### src/rtl/load_store_unit.sv
// load_store_unit
//   Load/store unit for the single-cycle core. It takes the ALU result as the
//   effective address and rs2 as store data. It drives a req/ready/rvalid
//   data-memory port and formats load results with sign or zero extension.
//   Misaligned and illegal accesses are flagged without touching memory. The
//   core is stalled while a transaction is outstanding, and a missing response
//   is aborted after TIMEOUT cycles.
//
// Ports
//   i_clk, i_rst_n      clock (rising edge), asynchronous active-low reset
//   i_valid             instruction is a load/store, held until a result pulse
//   i_isStore           1 = store, 0 = load
//   i_funct3            RV32I funct3 (width/sign of the access)
//   i_addr              effective address
//   i_storeData         rs2 value
//   o_memReq/o_memWe    memory request and write enable
//   o_memAddr           word-aligned request address
//   o_memWdata          lane-replicated store data
//   o_memByteEn         byte enables
//   i_memReady          memory accepts the request this cycle
//   i_memRvalid         read data valid
//   i_memRdata          read data
//   o_stall             freeze PC / regfile write
//   o_done              one-cycle completion pulse
//   o_loadData          formatted load result, meaningful while o_done = 1
//   o_misaligned        one-cycle misaligned-access pulse
//   o_illegal           one-cycle illegal-funct3 pulse
//   o_busError          one-cycle response-timeout pulse
module load_store_unit #(
  parameter int TIMEOUT = 256
) (
  input  logic        i_clk,
  input  logic        i_rst_n,
  input  logic        i_valid,
  input  logic        i_isStore,
  input  logic [2:0]  i_funct3,
  input  logic [31:0] i_addr,
  input  logic [31:0] i_storeData,
  output logic        o_memReq,
  output logic        o_memWe,
  output logic [31:0] o_memAddr,
  output logic [31:0] o_memWdata,
  output logic [3:0]  o_memByteEn,
  input  logic        i_memReady,
  input  logic        i_memRvalid,
  input  logic [31:0] i_memRdata,
  output logic        o_stall,
  output logic        o_done,
  output logic [31:0] o_loadData,
  output logic        o_misaligned,
  output logic        o_illegal,
  output logic        o_busError
);

  typedef enum logic [1:0] {S_IDLE, S_REQ, S_WAIT, S_DONE} state_t;

  localparam int CNT_W = (TIMEOUT > 0) ? $clog2(TIMEOUT + 1) : 1;
  localparam logic [CNT_W-1:0] TIMEOUT_CNT = CNT_W'(TIMEOUT);

  function automatic logic is_legal(input logic is_store, input logic [2:0] f3);
    logic ok;
    if (is_store) ok = (f3 == 3'b000) || (f3 == 3'b001) || (f3 == 3'b010);
    else          ok = (f3 == 3'b000) || (f3 == 3'b001) || (f3 == 3'b010) ||
                       (f3 == 3'b100) || (f3 == 3'b101);
    return ok;
  endfunction

  function automatic logic is_aligned(input logic [2:0] f3, input logic [1:0] off);
    logic ok;
    case (f3[1:0])
      2'b01:   ok = (off[0] == 1'b0);
      2'b10:   ok = (off == 2'b00);
      default: ok = 1'b1;
    endcase
    return ok;
  endfunction

  function automatic logic [3:0] store_byte_en(input logic [2:0] f3, input logic [1:0] off);
    logic [3:0] be;
    case (f3[1:0])
      2'b00:   be = 4'b0001 << off;
      2'b01:   be = 4'b0011 << {off[1], 1'b0};
      default: be = 4'b1111;
    endcase
    return be;
  endfunction

  function automatic logic [31:0] store_wdata(input logic [2:0] f3, input logic [31:0] data);
    logic [31:0] wd;
    case (f3[1:0])
      2'b00:   wd = {4{data[7:0]}};
      2'b01:   wd = {2{data[15:0]}};
      default: wd = data;
    endcase
    return wd;
  endfunction

  function automatic logic [31:0] format_load(input logic [2:0] f3, input logic [1:0] off,
                                              input logic [31:0] rdata);
    logic signed [7:0]  lane_b;
    logic signed [15:0] lane_h;
    logic [31:0]        res;
    lane_b = rdata[{off, 3'b000} +: 8];
    lane_h = rdata[{off[1], 4'b0000} +: 16];
    case (f3)
      3'b000:  res = {{24{lane_b[7]}}, lane_b};
      3'b001:  res = {{16{lane_h[15]}}, lane_h};
      3'b100:  res = {24'd0, lane_b};
      3'b101:  res = {16'd0, lane_h};
      default: res = rdata;
    endcase
    return res;
  endfunction

  state_t            state, state_nxt;
  logic [CNT_W-1:0]  tmo_cnt;
  logic              store_p1;
  logic [2:0]        funct3_p1;
  logic [1:0]        offset_p1;
  logic [31:0]       mem_addr_p1;
  logic [31:0]       wdata_p1;
  logic [3:0]        byte_en_p1;
  logic [31:0]       load_data_p2;

  logic              legal, aligned, accept, capture, timeout_hit;

  assign legal       = is_legal(i_isStore, i_funct3);
  assign aligned     = is_aligned(i_funct3, i_addr[1:0]);
  assign timeout_hit = (TIMEOUT != 0) && (tmo_cnt == TIMEOUT_CNT) &&
                       ((state == S_REQ) || (state == S_WAIT));

  always_comb begin
    state_nxt    = state;
    o_memReq     = 1'b0;
    o_stall      = 1'b0;
    o_done       = 1'b0;
    o_illegal    = 1'b0;
    o_misaligned = 1'b0;
    o_busError   = 1'b0;
    accept       = 1'b0;
    capture      = 1'b0;
    case (state)
      S_IDLE: begin
        if (i_valid) begin
          // Illegal funct3 takes priority over the alignment check.
          if (!legal)        o_illegal    = 1'b1;
          else if (!aligned) o_misaligned = 1'b1;
          else begin
            accept    = 1'b1;
            o_stall   = 1'b1;
            state_nxt = S_REQ;
          end
        end
      end
      S_REQ: begin
        o_memReq = 1'b1;
        o_stall  = 1'b1;
        if (timeout_hit) begin
          o_busError = 1'b1;
          state_nxt  = S_IDLE;
        end else if (i_memReady) begin
          state_nxt = store_p1 ? S_DONE : S_WAIT;
        end
      end
      S_WAIT: begin
        o_stall = 1'b1;
        if (timeout_hit) begin
          o_busError = 1'b1;
          state_nxt  = S_IDLE;
        end else if (i_memRvalid) begin
          capture   = 1'b1;
          state_nxt = S_DONE;
        end
      end
      S_DONE: begin
        o_done    = 1'b1;
        state_nxt = S_IDLE;
      end
      default: state_nxt = S_IDLE;
    endcase
  end

  // Stage p1: request fields latched on acceptance; stage p2: formatted load data.
  always_ff @(posedge i_clk or negedge i_rst_n) begin
    if (!i_rst_n) begin
      state        <= S_IDLE;
      tmo_cnt      <= '0;
      store_p1     <= 1'b0;
      funct3_p1    <= 3'd0;
      offset_p1    <= 2'd0;
      mem_addr_p1  <= 32'd0;
      wdata_p1     <= 32'd0;
      byte_en_p1   <= 4'd0;
      load_data_p2 <= 32'd0;
    end else begin
      state <= state_nxt;
      if (accept) begin
        tmo_cnt     <= '0;
        store_p1    <= i_isStore;
        funct3_p1   <= i_funct3;
        offset_p1   <= i_addr[1:0];
        mem_addr_p1 <= {i_addr[31:2], 2'b00};
        wdata_p1    <= i_isStore ? store_wdata(i_funct3, i_storeData) : 32'd0;
        byte_en_p1  <= i_isStore ? store_byte_en(i_funct3, i_addr[1:0]) : 4'b1111;
      end else if ((state == S_REQ) || (state == S_WAIT)) begin
        tmo_cnt <= tmo_cnt + 1'b1;
      end
      if (capture) begin
        load_data_p2 <= format_load(funct3_p1, offset_p1, i_memRdata);
      end
    end
  end

  assign o_memWe     = (state == S_REQ) && store_p1;
  assign o_memAddr   = mem_addr_p1;
  assign o_memWdata  = wdata_p1;
  assign o_memByteEn = byte_en_p1;
  assign o_loadData  = load_data_p2;

endmodule

### config.mk
export PLATFORM = sky130hd
export DESIGN_NAME = load_store_unit
export DESIGN_NICKNAME = d
export VERILOG_FILES = /design/src/rtl/load_store_unit.sv
export SDC_FILE = /design/constraint.sdc
export NUM_CORES = 1
export LEC_CHECK = 0
export CAP_MARGIN = 20
export CORE_MARGIN = 2
export CORE_UTILIZATION = 45
export CTS_CLUSTER_DIAMETER = 150
export DETAILED_ROUTE_END_ITERATION = 7
export PLACE_DENSITY = 0.79
export SYNTH_ARGS = -nofsm -noshare
export SYNTH_HDL_FRONTEND = slang
export SYNTH_SLANG_ARGS = --single-unit
### constraint.sdc
create_clock -name i_clk -period 2.6 [get_ports i_clk]
set_clock_uncertainty 0.1 [all_clocks]
set_input_delay 0.52 -clock i_clk [delete_from_list [all_inputs] [get_ports i_clk]]
set_output_delay 0.52 -clock i_clk [all_outputs]
set_load 0.02 [all_outputs]
# [After elaboration in Yosys (flattened, before gate mapping)]
# Cells that the tools add are included.
[word_totals] register_bits=115 latchBits=0 ram_bits=0 rom_bits=0 in_bits=105 out_inout_bits=107 elab_cells=85 memories=0
[op_classes] add_sub_neg=1 mul=0 n_div=0 magnitude_cmp=0 eq_ne=18 n_shift=4 mux=37 bitwise=1 reduce_logical=15
[op_table] op="32-bit case mux with 4 select lines" n=1
[op_table] op="32-bit case mux with 2 select lines" n=1
[op_table] op="32-bit 2-to-1 mux" n=1
[op_table] op="32-bit by 6-bit variable part select with 16-bit output" n=1
[op_table] op="32-bit by 6-bit variable part select with 8-bit output" n=1
[op_table] op="1-bit 2-to-1 mux" n=20
[op_table] op="9-bit 2-to-1 mux" n=2
[op_table] op="2-bit 2-to-1 mux" n=7
[op_table] op="3-bit equality test, second input constant" n=4
[op_table] op="9-bit by 1-bit adder with 9-bit output, second input constant" n=1
[op_table] op="9-bit equality test, second input constant" n=1
[op_table] op="2-bit case mux with 4 select lines" n=1
[op_table] op="4-bit case mux with 2 select lines" n=1
[op_table] op="2-bit equality test, second input constant" n=3
[op_table] op="3-bit by 1-bit equality test with 1-bit output, second input constant" n=2
[op_table] op="2-bit logical NOT" n=3
[op_table] op="3-bit logical NOT" n=2
[op_table] op="2-bit != test, second input constant" n=3
[op_table] op="3-bit != test, second input constant" n=2
[op_table] op="1-bit logical OR" n=5
[op_table] op="5-bit AND reduction" n=1
[op_table] op="2-bit by 1-bit equality test with 1-bit output, second input constant" n=2
[op_table] op="4-bit 2-to-1 mux" n=1
[op_table] op="1-bit case mux with 2 select lines" n=2
[op_table] op="7 further kinds" n=8

# [Logic depth before layout (Yosys ltp)]
# Gate-level depths: netlist of the first run.
[depth] depth_word=10 depth_mapped=9

# [Worst setup path after synthesis of the first run]
# OpenSTA, ideal clock, no wires.
[synth_timing] path_type="input -> output" from="input port i_funct3[0]" to="output port o_stall" t_arrival_ns=1.975 path_slack_ns=0.005 path_stages=7 cell_sequence="inv_1 > ha_1 > or3b_1 > nand3_1 > nand4_1 > buf_2 > a21oi_1"
[synth_via] elab_chain_len=9 word_cells_on_any_way=17 cone_classes="eq/ne (6); mux (6); reduce/logical (5)"
[synth_lines] element="start: declaration" line="36" text="input logic [2:0] i_funct3,"
[synth_lines] element="3-bit by 1-bit equality test with 1-bit output / 3-bit logical NOT (equally long branches)" line="62, 63"
[synth_lines] element="1-bit logical OR (2 in series)" line="62, 63"
[synth_lines] element="1-bit logical OR" line="63" text="else ok = (f3 == 3'b000) || (f3 == 3'b001) || (f3 == 3'b010) ||"
[synth_lines] element="1-bit logical OR" line="64" text="(f3 == 3'b100) || (f3 == 3'b101);"
[synth_lines] element="1-bit 2-to-1 mux" line="62" text="if (is_store) ok = (f3 == 3'b000) || (f3 == 3'b001) || (f3 == 3'b010);"
[synth_lines] element="1-bit 2-to-1 mux *" line="146" text="if (!legal) o_illegal = 1'b1;"
[synth_lines] element="1-bit 2-to-1 mux *" line="144" text="if (i_valid) begin"
[synth_lines] element="1-bit case mux with 2 select lines *" line="142" text="case (state)"
[synth_lines] element="end: declaration" line="47" text="output logic o_stall,"
# Mark *: on every way between the ends. The rest lies on a longest branch, timed or not.

# [Final worst setup path of the first run]
# Same ends and word-level chain as after synthesis.

==> out/metrics.cfg, run 1 <==
[sta]
fmax_mhz = 394
setup-violations-final = 0
hold_violations = 0
worst_slew_pin_slew_ns = 0.700
drv_slew = 0
period_share = 0.975
finalCriticalPeriod_ns = 2.54
slew_headroom = 0.533

[floorplanning]
die_w_microns = 117
fp.coreArea_sq_mm = 0.0126
die_y_microns = 117
start_util = 0.459
dieArea_sq_mm = 0.0137
rows = 41
pin_count = 212

[worst_setup_path]
crit_path_end_kind = output port
crit_type = in2out
required_ns = 1.98
crit_path_start_kind = input port
arrival_ns = 1.92
cp_max_fo = 2

[logic_synthesis]
avgSynthCellArea_sq_um = 10.4
ys_seq_area_frac = 0.499
synthDistinctLibCells = 44
ys_warn_count = 0
synthTopCellsByArea = dfrtp_1, mux2_2, nor2_1
synth_common_cells = dfrtp_1, nor2_1, mux2_2
synth_area_leader_cell = dfrtp_1
synth_most_common_cell = dfrtp_1
syn_area_sq_mm = 0.00577
synth_edf_count = 0
synth.ff_latch_count = 115
asyncSetResetFlopFracSynth = 1.00
ys.flop_type = dfrtp_1
syn_inst = 556
netlist.area_leader.share = 0.499

[power_and_ir_drop]
net-switching-power_w = 0.00404
p_leak_nw = 3.85
pwr-share-comb = 0.472
swShare = 0.370
p_int_w = 0.00688
p_clk_frac = 0.224
p_seq_frac = 0.304
power_density_mw_per_mm2 = 1220
vdd.ir_drop.worst_mv = 0.725

[global_route]
grt_pass1_wl_microns = 27100
antenna_found_initial = 3
grt_max_degree = 47
grtUsageTotal = 0.261
grt_pass1_vias = 5292
gr-total-overflow = 0

[cells_and_area]
final_core_util = 0.711
design_area_sq_mm = 0.00893
fin_nets = 902
layout.area.seq_sq_mm = 0.00288
multi_input_area_sq_mm = 0.00269
num-fill-cells = 911
syn2layout_area_growth_pct = 54.9
drive_above_1_share = 0.196

[drt]
wire_per_inst_microns = 18.3
drt-total-wl_microns = 17800
first_pass_iters = 5
drcViolationCount = 0
vias = 5240
final_antenna_net_count = 0
routed_via_density = 5.39
first_iter_violations = 402

[cts]
insertion_delay_ns = 0.42
tritoncts = done
cts.clk_slew.worst_paths_ns = 0.06
root_buffer = clkbuf_16
htreeDepth = 4
cts_sinks = 115
numCtsBuffers = 17
clock_path_buffers = 2

[place]
routabilityCongestion = 0.890
dp_hpwl_microns = 12900
port_buffers = 209
place_area_sq_mm = 0.00817

[outcome]
outcome = completed

[flow_run]
cap_violations = 0

[worst_hold_path]
hold_class = reg2reg

[per-layer routing]
metal,vias up,GRT usage,part of all wire
li1,2383,-,-
met3,47,0.114,0.10
met2,252,0.421,0.49
met1,2554,0.309,0.39
met5,-,0,0.0012
met4,4,0.0980,0.026
[metrics by stage]
stage	instances	total power [W]	hold slack (ns)	worst slack, ns	setup TNS, ns
CTS	971	0.0109	0.408	0.0142	0
detailed placement	931	0.00843	0.395	-0.700	-21.55
global route	973	0.0115	0.417	-0.0139	-0.0139
global placement	931	0.00825	0.377	-0.661	-16.79
finish	973	0.0109	0.403	0.0641	0
floorplan	557	0.00603	0.124	0.00453	0
[critical path, cell delays in order]
cell	delay (ns)
dlygate4sd2_1	0.25
inv_2	0.08
ha_4	0.12
or3b_4	0.39
nand3_4	0.08
nand4_1	0.13
a21oi_1	0.19
buf_4	0.16
[power groups by stage]
stage | registers, W | logic, W | clock network [W]
2_1_floorplan | 0.00407 | 0.00196 | 0
3_3_place_gp | 0.00325 | 0.00500 | 0
3_5_place_dp | 0.00331 | 0.00512 | 0
4_1_cts | 0.00331 | 0.00517 | 0.00247
5_1_grt | 0.00342 | 0.00552 | 0.00254
6_report | 0.00332 | 0.00516 | 0.00244
[kinds of logic (layout without fill, tap and decap cells)]
family | Yosys count | in the layout | share of synthesized area
AND/OR/NAND/NOR | 189 | 189 | 0.145
multiplexers | 84 | 84 | 0.164
buffers and inverters | 57 | 300 | 0.0475
adder cells (fa/ha/maj) | 10 | 10 | 0.0217
XOR/XNOR | 8 | 8 | 0.0122
other | 1 | 3 | 0.000650
flip-flops | 115 | 115 | 0.499
AO/OA/AOI/OAI | 92 | 92 | 0.110
[cell type report]
class	count	area share
flip-flops and latches	115	0.322
multi-input cells	385	0.301
repair buffers	249	0.274
clock buffers	24	0.0562
well taps	172	0.0241
clock inverters	8	0.0137
inverters	19	0.00798
diodes	1	0.000280
[layout by cell type (no fill, tap or decap), types with 2 or more instances in the layout]
cell	n
clkdlybuf4s50_1	199
xor2_1	3
o211ai_1	5
a22oi_1	8
dlymetal6s2s_1	3
clkbuf_1	2
a21boi_0	8
ha_1	7
bufinv_16	3
clkinvlp_4	3
inv_1	17
xnor2_1	5
inv_2	2
dlygate4sd2_1	2
mux2_1	2
conb_1	2
o21ai_0	10
nand4_1	5
clkbuf_8	5
nor2_1	83
a22o_1	8
a21oi_1	8
a31oi_1	32
dfrtp_1	115
nor3_1	4
nand2b_1	11
ha_4	3
o22a_1	7
mux4_2	2
mux2_2	64
buf_4	37
buf_12	5
clkinv_2	2
clkbuf_16	17
nor2b_1	11
nand2_1	61
mux2i_1	16
nand3_1	2
[path summary, 6_finish.rpt]
kind,cells past startpoint,to,slack [ns],from
max in group asynchronous,3,o_memAddr[4]$_DFFE_PN0N_,1.12,i_rst_n
min reg2reg,1,o_memAddr[31]$_DFFE_PN0N_,0.40,o_memAddr[31]$_DFFE_PN0N_
min in group asynchronous,2,state[0]$_DFFE_PN0P_,0.52,i_rst_n
max,8,o_stall,0.06,i_funct3[0]
max reg2reg,5,o_loadData[7]$_DFFE_PN0P_,0.35,tmo_cnt[3]$_DFFE_PN0P_
min,1,o_memAddr[31]$_DFFE_PN0N_,0.40,o_memAddr[31]$_DFFE_PN0N_
[sequential cells by signal, indices dropped and copies added (netlist names)]
signal and flops:
funct3_p1 3, o_loadData 32, o_memAddr 30, o_memByteEn 4
o_memWdata 32, offset_p1 2, state 2, store_p1 1
tmo_cnt 9
[repair_timing]
| item | in CTS | in global routing |
|---|---|---|
| cloned | 0 | 0 |
| pin swaps | 3 | 3 |
| endpoints found under the hold margin | 33 | 0 |
| hold buffers | 1 | 0 |
| endpoints found under the setup margin | 4 | 3 |
| resized for setup | 26 | 12 |
| setup buffers | 7 | 1 |
Note: power is estimated with default switching activity, not from simulation.
==> inputs of run 2 (changes only) <==
--- a/config.mk
+++ b/config.mk
@@ -11,5 +11,5 @@
 export CTS_CLUSTER_DIAMETER = 150
 export DETAILED_ROUTE_END_ITERATION = 7
-export PLACE_DENSITY = 0.79
+export PLACE_DENSITY_LB_ADDON = 0.15
 export SYNTH_ARGS = -nofsm -noshare
 export SYNTH_HDL_FRONTEND = slang
--- a/constraint.sdc
+++ b/constraint.sdc
@@ -3,3 +3,3 @@
 set_input_delay 0.52 -clock i_clk [delete_from_list [all_inputs] [get_ports i_clk]]
 set_output_delay 0.52 -clock i_clk [all_outputs]
-set_load 0.02 [all_outputs]
+set_load 0.05 [all_outputs]
==> run 2 against run 1 <==
Net effect:
- largest power group unchanged
- maximum frequency down 0.64%
- clock power down 4%
- global-route usage down 2.0 points
- flip-flop and latch count unchanged
- clock-buffer cell count down 5
- cell area up 0.15%
- sequential share of layout area about the same
- die area unchanged
- critical path type is now in2reg
- worst setup slack worse by 0.016 ns
==> out/metrics.cfg, run 2 (synthesis gave the netlist of run 1 again) <==
[outcome]
outcome = completed

[floorplanning]
die_w_microns = 117  ; unchanged
die_y_microns = 117  ; unchanged
fp.coreArea_sq_mm = 0.0126  ; unchanged
start_util = 0.459  ; unchanged
rows = 41  ; unchanged
pin_count = 212  ; unchanged
dieArea_sq_mm = 0.0137  ; unchanged

[cts]
clock_path_buffers = 2  ; unchanged
insertion_delay_ns = 0.41  ; about the same
numCtsBuffers = 17  ; unchanged
cts_sinks = 115  ; unchanged
cts.clk_slew.worst_paths_ns = 0.06  ; about the same
tritoncts = done
htreeDepth = 4  ; unchanged
root_buffer = clkbuf_16

[drt]
first_iter_violations = 383  ; -4.7%
first_pass_iters = 4  ; -1
vias = 5056  ; -3.5%
routed_via_density = 5.21  ; -3.3%
drcViolationCount = 0  ; unchanged
final_antenna_net_count = 0  ; unchanged
wire_per_inst_microns = 16.6  ; -9.3%
drt-total-wl_microns = 16100  ; -9.5%

[global_route]
grt_max_degree = 50  ; +6.4%
gr-total-overflow = 0  ; unchanged
grt_pass1_vias = 5072  ; -4.2%
antenna_found_initial = 0  ; -3
grtUsageTotal = 0.241  ; -0.0197
grt_pass1_wl_microns = 25300  ; -6.8%

[worst_setup_path]
r2r_setup_slack_ns = 0.30  ; -0.05 ns
crit_type = in2reg
crit_path_end_kind = flip-flop
required_ns = 2.80  ; +0.82 ns
cp_max_fo = 30  ; +28
arrival_ns = 2.75  ; +0.83 ns
crit_path_start_kind = input port

[cells_and_area]
antenna_cells = 0  ; -1
mostFrequentLayoutCells = clkdlybuf4s50_1, dfrtp_1, nor2_1
syn2layout_area_growth_pct = 55.1
final_common_cell = clkdlybuf4s50_1
fin_nets = 901  ; -0.11%
drive_above_1_share = 0.199  ; +0.00275

[power_and_ir_drop]
power_density_mw_per_mm2 = 1410  ; +15%
p_leak_nw = 3.85  ; about the same
power.total_w = 0.0126  ; +16%
vdd.ir_drop.worst_mv = 0.893  ; +23%

[sta]
setup-violations-final = 0  ; unchanged
worst_slew_pin_slew_ns = 0.689  ; -0.0116 ns
hold_violations = 0  ; unchanged
drv_slew = 0  ; unchanged
slew_headroom = 0.541  ; +0.00771
hold_slack_ns = 0.0490  ; -0.354 ns
timing.setup.tns_ns = 0  ; unchanged
finalCriticalPeriod_ns = 2.55  ; +0.0164 ns
fmax_mhz = 392  ; -0.64%
period_share = 0.982  ; +0.00632
fin_ws_ns = 0.0476  ; -0.0164 ns

[place]
port_buffers = 209  ; unchanged
routabilityCongestion = 0.841  ; -5.5%
dp_slack_ns = -0.230  ; +0.471 ns
dp_hpwl_microns = 11800  ; -8.3%

[flow_run]
cap_violations = 0  ; unchanged

[worst_hold_path]
hold_class = in2async

## run 2: through the flow
stage	utilization	cells	instance area, sq um
after CTS	0.708	969	8890
after global routing	0.712	971	8950
after floorplan	-	557	5780
final	0.712	971	8950
after global placement	0.656	933	8240
after detailed placement	0.656	933	8240
## run 2: worst max-delay path, stage by stage
cell and delay (ns):
dlygate4sd2_1 0.25, inv_2 0.07, ha_4 0.12, or3b_4 0.37, nand3_2 0.08, nand4_1 0.13, buf_4 0.17, buf_4 0.12
buf_4 0.13, buf_4 0.13, buf_4 0.15, buf_12 0.17, mux2_1 0.32
## run 2: worst paths after layout
kind                                                start                        end  cells past startpoint
worst max-delay path                          i_funct3[0]  o_memAddr[26]$_DFFE_PN0N_                     13
worst min-delay path                              i_rst_n  o_memWdata[2]$_DFFE_PN0N_                      1
max in group asynchronous                         i_rst_n   o_memAddr[9]$_DFFE_PN0N_                      2
min in group i_clk              o_memAddr[26]$_DFFE_PN0N_  o_memAddr[26]$_DFFE_PN0N_                      1
worst min register to register  o_memAddr[26]$_DFFE_PN0N_  o_memAddr[26]$_DFFE_PN0N_                      1
worst max register to register       state[0]$_DFFE_PN0P_  o_memAddr[26]$_DFFE_PN0N_                     10
## run 2: routing by layer
metal	track usage	vias to the layer above	wire length (microns)
li1	-	2391	-
met1	0.295	2456	6630
met2	0.389	177	7800
met3	0.0839	32	1210
met4	0.102	0	456
met5	0	-	0
## run 2: final cells by class
class                   instances  area (sq um)
inverters                      19          71.3
flip-flops and latches        115          2880
clock buffers                  19           453
multi-input cells             385          2690
clock inverters                13           150
repair buffers                248          2490
fillers                       973          3620
well taps                     172           215
## run 2: power by group
group / internal (W) / leakage (nW) / switching, W
combinational: 0.00266 / 2.17 / 0.00442
sequential: 0.00266 / 1.39 / 0.000551
clock: 0.00147 / 0.291 / 0.000863
## run 2: repair_timing
item | CTS | global route
buffers inserted | 4 | 2
hold buffers | 0 | 0
pin swaps | 3 | 5
endpoints found under the setup margin | 5 | 33
resized for setup | 9 | 6
==> inputs of run 3 (changes only) <==
- HOLD_SLACK_MARGIN: default -> 0.1
==> run 3 against run 2 <==
Net effect:
- global-route usage did not move
- via count fell by 0.16%
- routed wire length rose by 0.32%
- register-to-register slack barely moved
- clock-buffer cell count did not move
- combinational power barely moved
- hold slack improved by 0.35 ns
- first-iteration DRC count fell by 10%
- clock power barely moved
- cell count rose by 0.10%
==> out/metrics.cfg, run 3 (synthesis gave the netlist of run 1 again) <==
[sta]
finalCriticalPeriod_ns = 2.55  ; -0.00160 ns
period_share = 0.981  ; about the same
drv_slew = 0  ; unchanged
worst_slew_pin_slew_ns = 0.695  ; +0.00606 ns
hold_slack_ns = 0.396  ; +0.347 ns
slew_headroom = 0.537  ; -0.00404
hold_violations = 0  ; unchanged
fmax_mhz = 392  ; about the same
setup-violations-final = 0  ; unchanged

[drt]
final_antenna_net_count = 0  ; unchanged
first_iter_violations = 343  ; -10%
vias = 5048  ; -0.16%
drt-total-wl_microns = 16200  ; +0.32%
routed_via_density = 5.19  ; -0.26%
drcViolationCount = 0  ; unchanged
first_pass_iters = 5  ; +1
wire_per_inst_microns = 16.6  ; +0.22%

[cts]
cts.clk_slew.worst_paths_ns = 0.06  ; about the same
tritoncts = done
numCtsBuffers = 17  ; unchanged
htreeDepth = 4  ; unchanged
root_buffer = clkbuf_16
insertion_delay_ns = 0.41  ; about the same
clock_path_buffers = 2  ; unchanged
cts_sinks = 115  ; unchanged

[global_route]
grt_max_degree = 50  ; unchanged
gr-total-overflow = 0  ; unchanged
grt_pass1_vias = 5072  ; unchanged
antenna_found_initial = 0  ; unchanged
grt_pass1_wl_microns = 25300  ; unchanged
grtUsageTotal = 0.241  ; unchanged

[floorplanning]
fp.coreArea_sq_mm = 0.0126  ; unchanged
dieArea_sq_mm = 0.0137  ; unchanged
pin_count = 212  ; unchanged
start_util = 0.459  ; unchanged
die_w_microns = 117  ; unchanged
die_y_microns = 117  ; unchanged
rows = 41  ; unchanged

[cells_and_area]
syn2layout_area_growth_pct = 55.3
final_core_util = 0.713  ; +0.000796
drive_above_1_share = 0.199  ; -0.000249
antenna_cells = 0  ; unchanged
final_common_cell = clkdlybuf4s50_1
mostFrequentLayoutCells = clkdlybuf4s50_1, dfrtp_1, nor2_1
fin_nets = 902  ; +0.11%

[worst_setup_path]
crit_path_end_kind = flip-flop
cp_max_fo = 30  ; unchanged
crit_path_start_kind = input port
crit_type = in2reg
arrival_ns = 2.75  ; about the same
required_ns = 2.80  ; about the same

[flow_run]
cap_violations = 0  ; unchanged

[power_and_ir_drop]
net-switching-power_w = 0.00584  ; about the same
power_density_mw_per_mm2 = 1410  ; about the same
p_clk_frac = 0.185  ; about the same
p_int_w = 0.00679  ; about the same
vdd.ir_drop.worst_mv = 0.893  ; about the same
pwr-share-comb = 0.561  ; about the same
p_leak_nw = 3.86  ; +0.11%
p_seq_frac = 0.254  ; about the same
swShare = 0.462  ; about the same

[outcome]
outcome = completed

[place]
port_buffers = 209  ; unchanged
routabilityCongestion = 0.841  ; unchanged
dp_hpwl_microns = 11800  ; unchanged

[worst_hold_path]
hold_class = reg2reg

==> run 3: cell types whose count changed in the layout (fill, tap and decap cells not counted), sizes merged <==
cell and change:
dlygate4sd3 +1
==> run 3: power groups by stage <==
stage | Sequential [W] | Clock (W) | Combinational [W]
after floorplan | 0.00576 | 0 | 0.00207
after global placement | 0.00320 | 0 | 0.00695
after detailed placement | 0.00323 | 0 | 0.00702
after CTS | 0.00322 | 0.00238 | 0.00708
after global routing | 0.00335 | 0.00246 | 0.00747
final | 0.00322 | 0.00234 | 0.00708
==> run 3: timing repair <==
item,CTS,global route
setup buffers,4,2
hold buffers,1,0
hold endpoints to repair,46,0
endpoints found under the setup margin,5,33
pin swaps,3,5
resized for setup,9,6
==> run 3: layout make-up <==
cell class              count  area (sq um)
clock buffers              19           453
clock inverters            13           150
fillers                   972          3610
inverters                  19          71.3
multi-input cells         385          2690
flip-flops and latches    115          2880
well taps                 172           215
repair buffers            249          2500
==> run 3: per-stage QoR <==
stage	total power, W	setup TNS (ns)	setup slack, ns	cell area [sq um]	cells
after floorplan	0.00783	-0.129	-0.129	5780	557
after global placement	0.0101	-7.83	-0.190	8240	933
after detailed placement	0.0103	-9.40	-0.230	8240	933
after CTS	0.0127	0	0.00903	8900	970
after global routing	0.0133	-0.00441	-0.00180	8960	972
final	0.0126	0	0.0492	8960	972
==> run 3: path summary, 6_finish.rpt <==
check	startpoint	slack, ns	end	cells after the start
min in group asynchronous	i_rst_n	0.60	o_memWdata[2]$_DFFE_PN0N_	2
hold / removal	o_memAddr[26]$_DFFE_PN0N_	0.40	o_memAddr[26]$_DFFE_PN0N_	1
setup / recovery	i_funct3[0]	0.05	o_memAddr[26]$_DFFE_PN0N_	13
max in group asynchronous	i_rst_n	1.02	o_memAddr[9]$_DFFE_PN0N_	3
hold reg to reg	o_memAddr[26]$_DFFE_PN0N_	0.40	o_memAddr[26]$_DFFE_PN0N_	1
setup reg to reg	state[0]$_DFFE_PN0P_	0.30	o_memAddr[26]$_DFFE_PN0N_	10
==> run 3: routing by layer <==
metal / part of all wire / track usage / up-vias / wire (microns)
met2: 0.49 / 0.389 / 168 / 7840
met5: 0 / 0 / - / 0
met1: 0.41 / 0.295 / 2457 / 6690
met3: 0.074 / 0.0839 / 32 / 1190
li1: - / - / 2391 / -
met4: 0.027 / 0.102 / 0 / 442
==> run 3: critical path: stages <==
cell and delay, ns:
dlygate4sd2_1 0.25, inv_2 0.07, ha_4 0.12, or3b_4 0.37, nand3_2 0.08, nand4_1 0.13, buf_4 0.17, buf_4 0.12
buf_4 0.13, buf_4 0.13, buf_4 0.15, buf_12 0.17, mux2_1 0.32
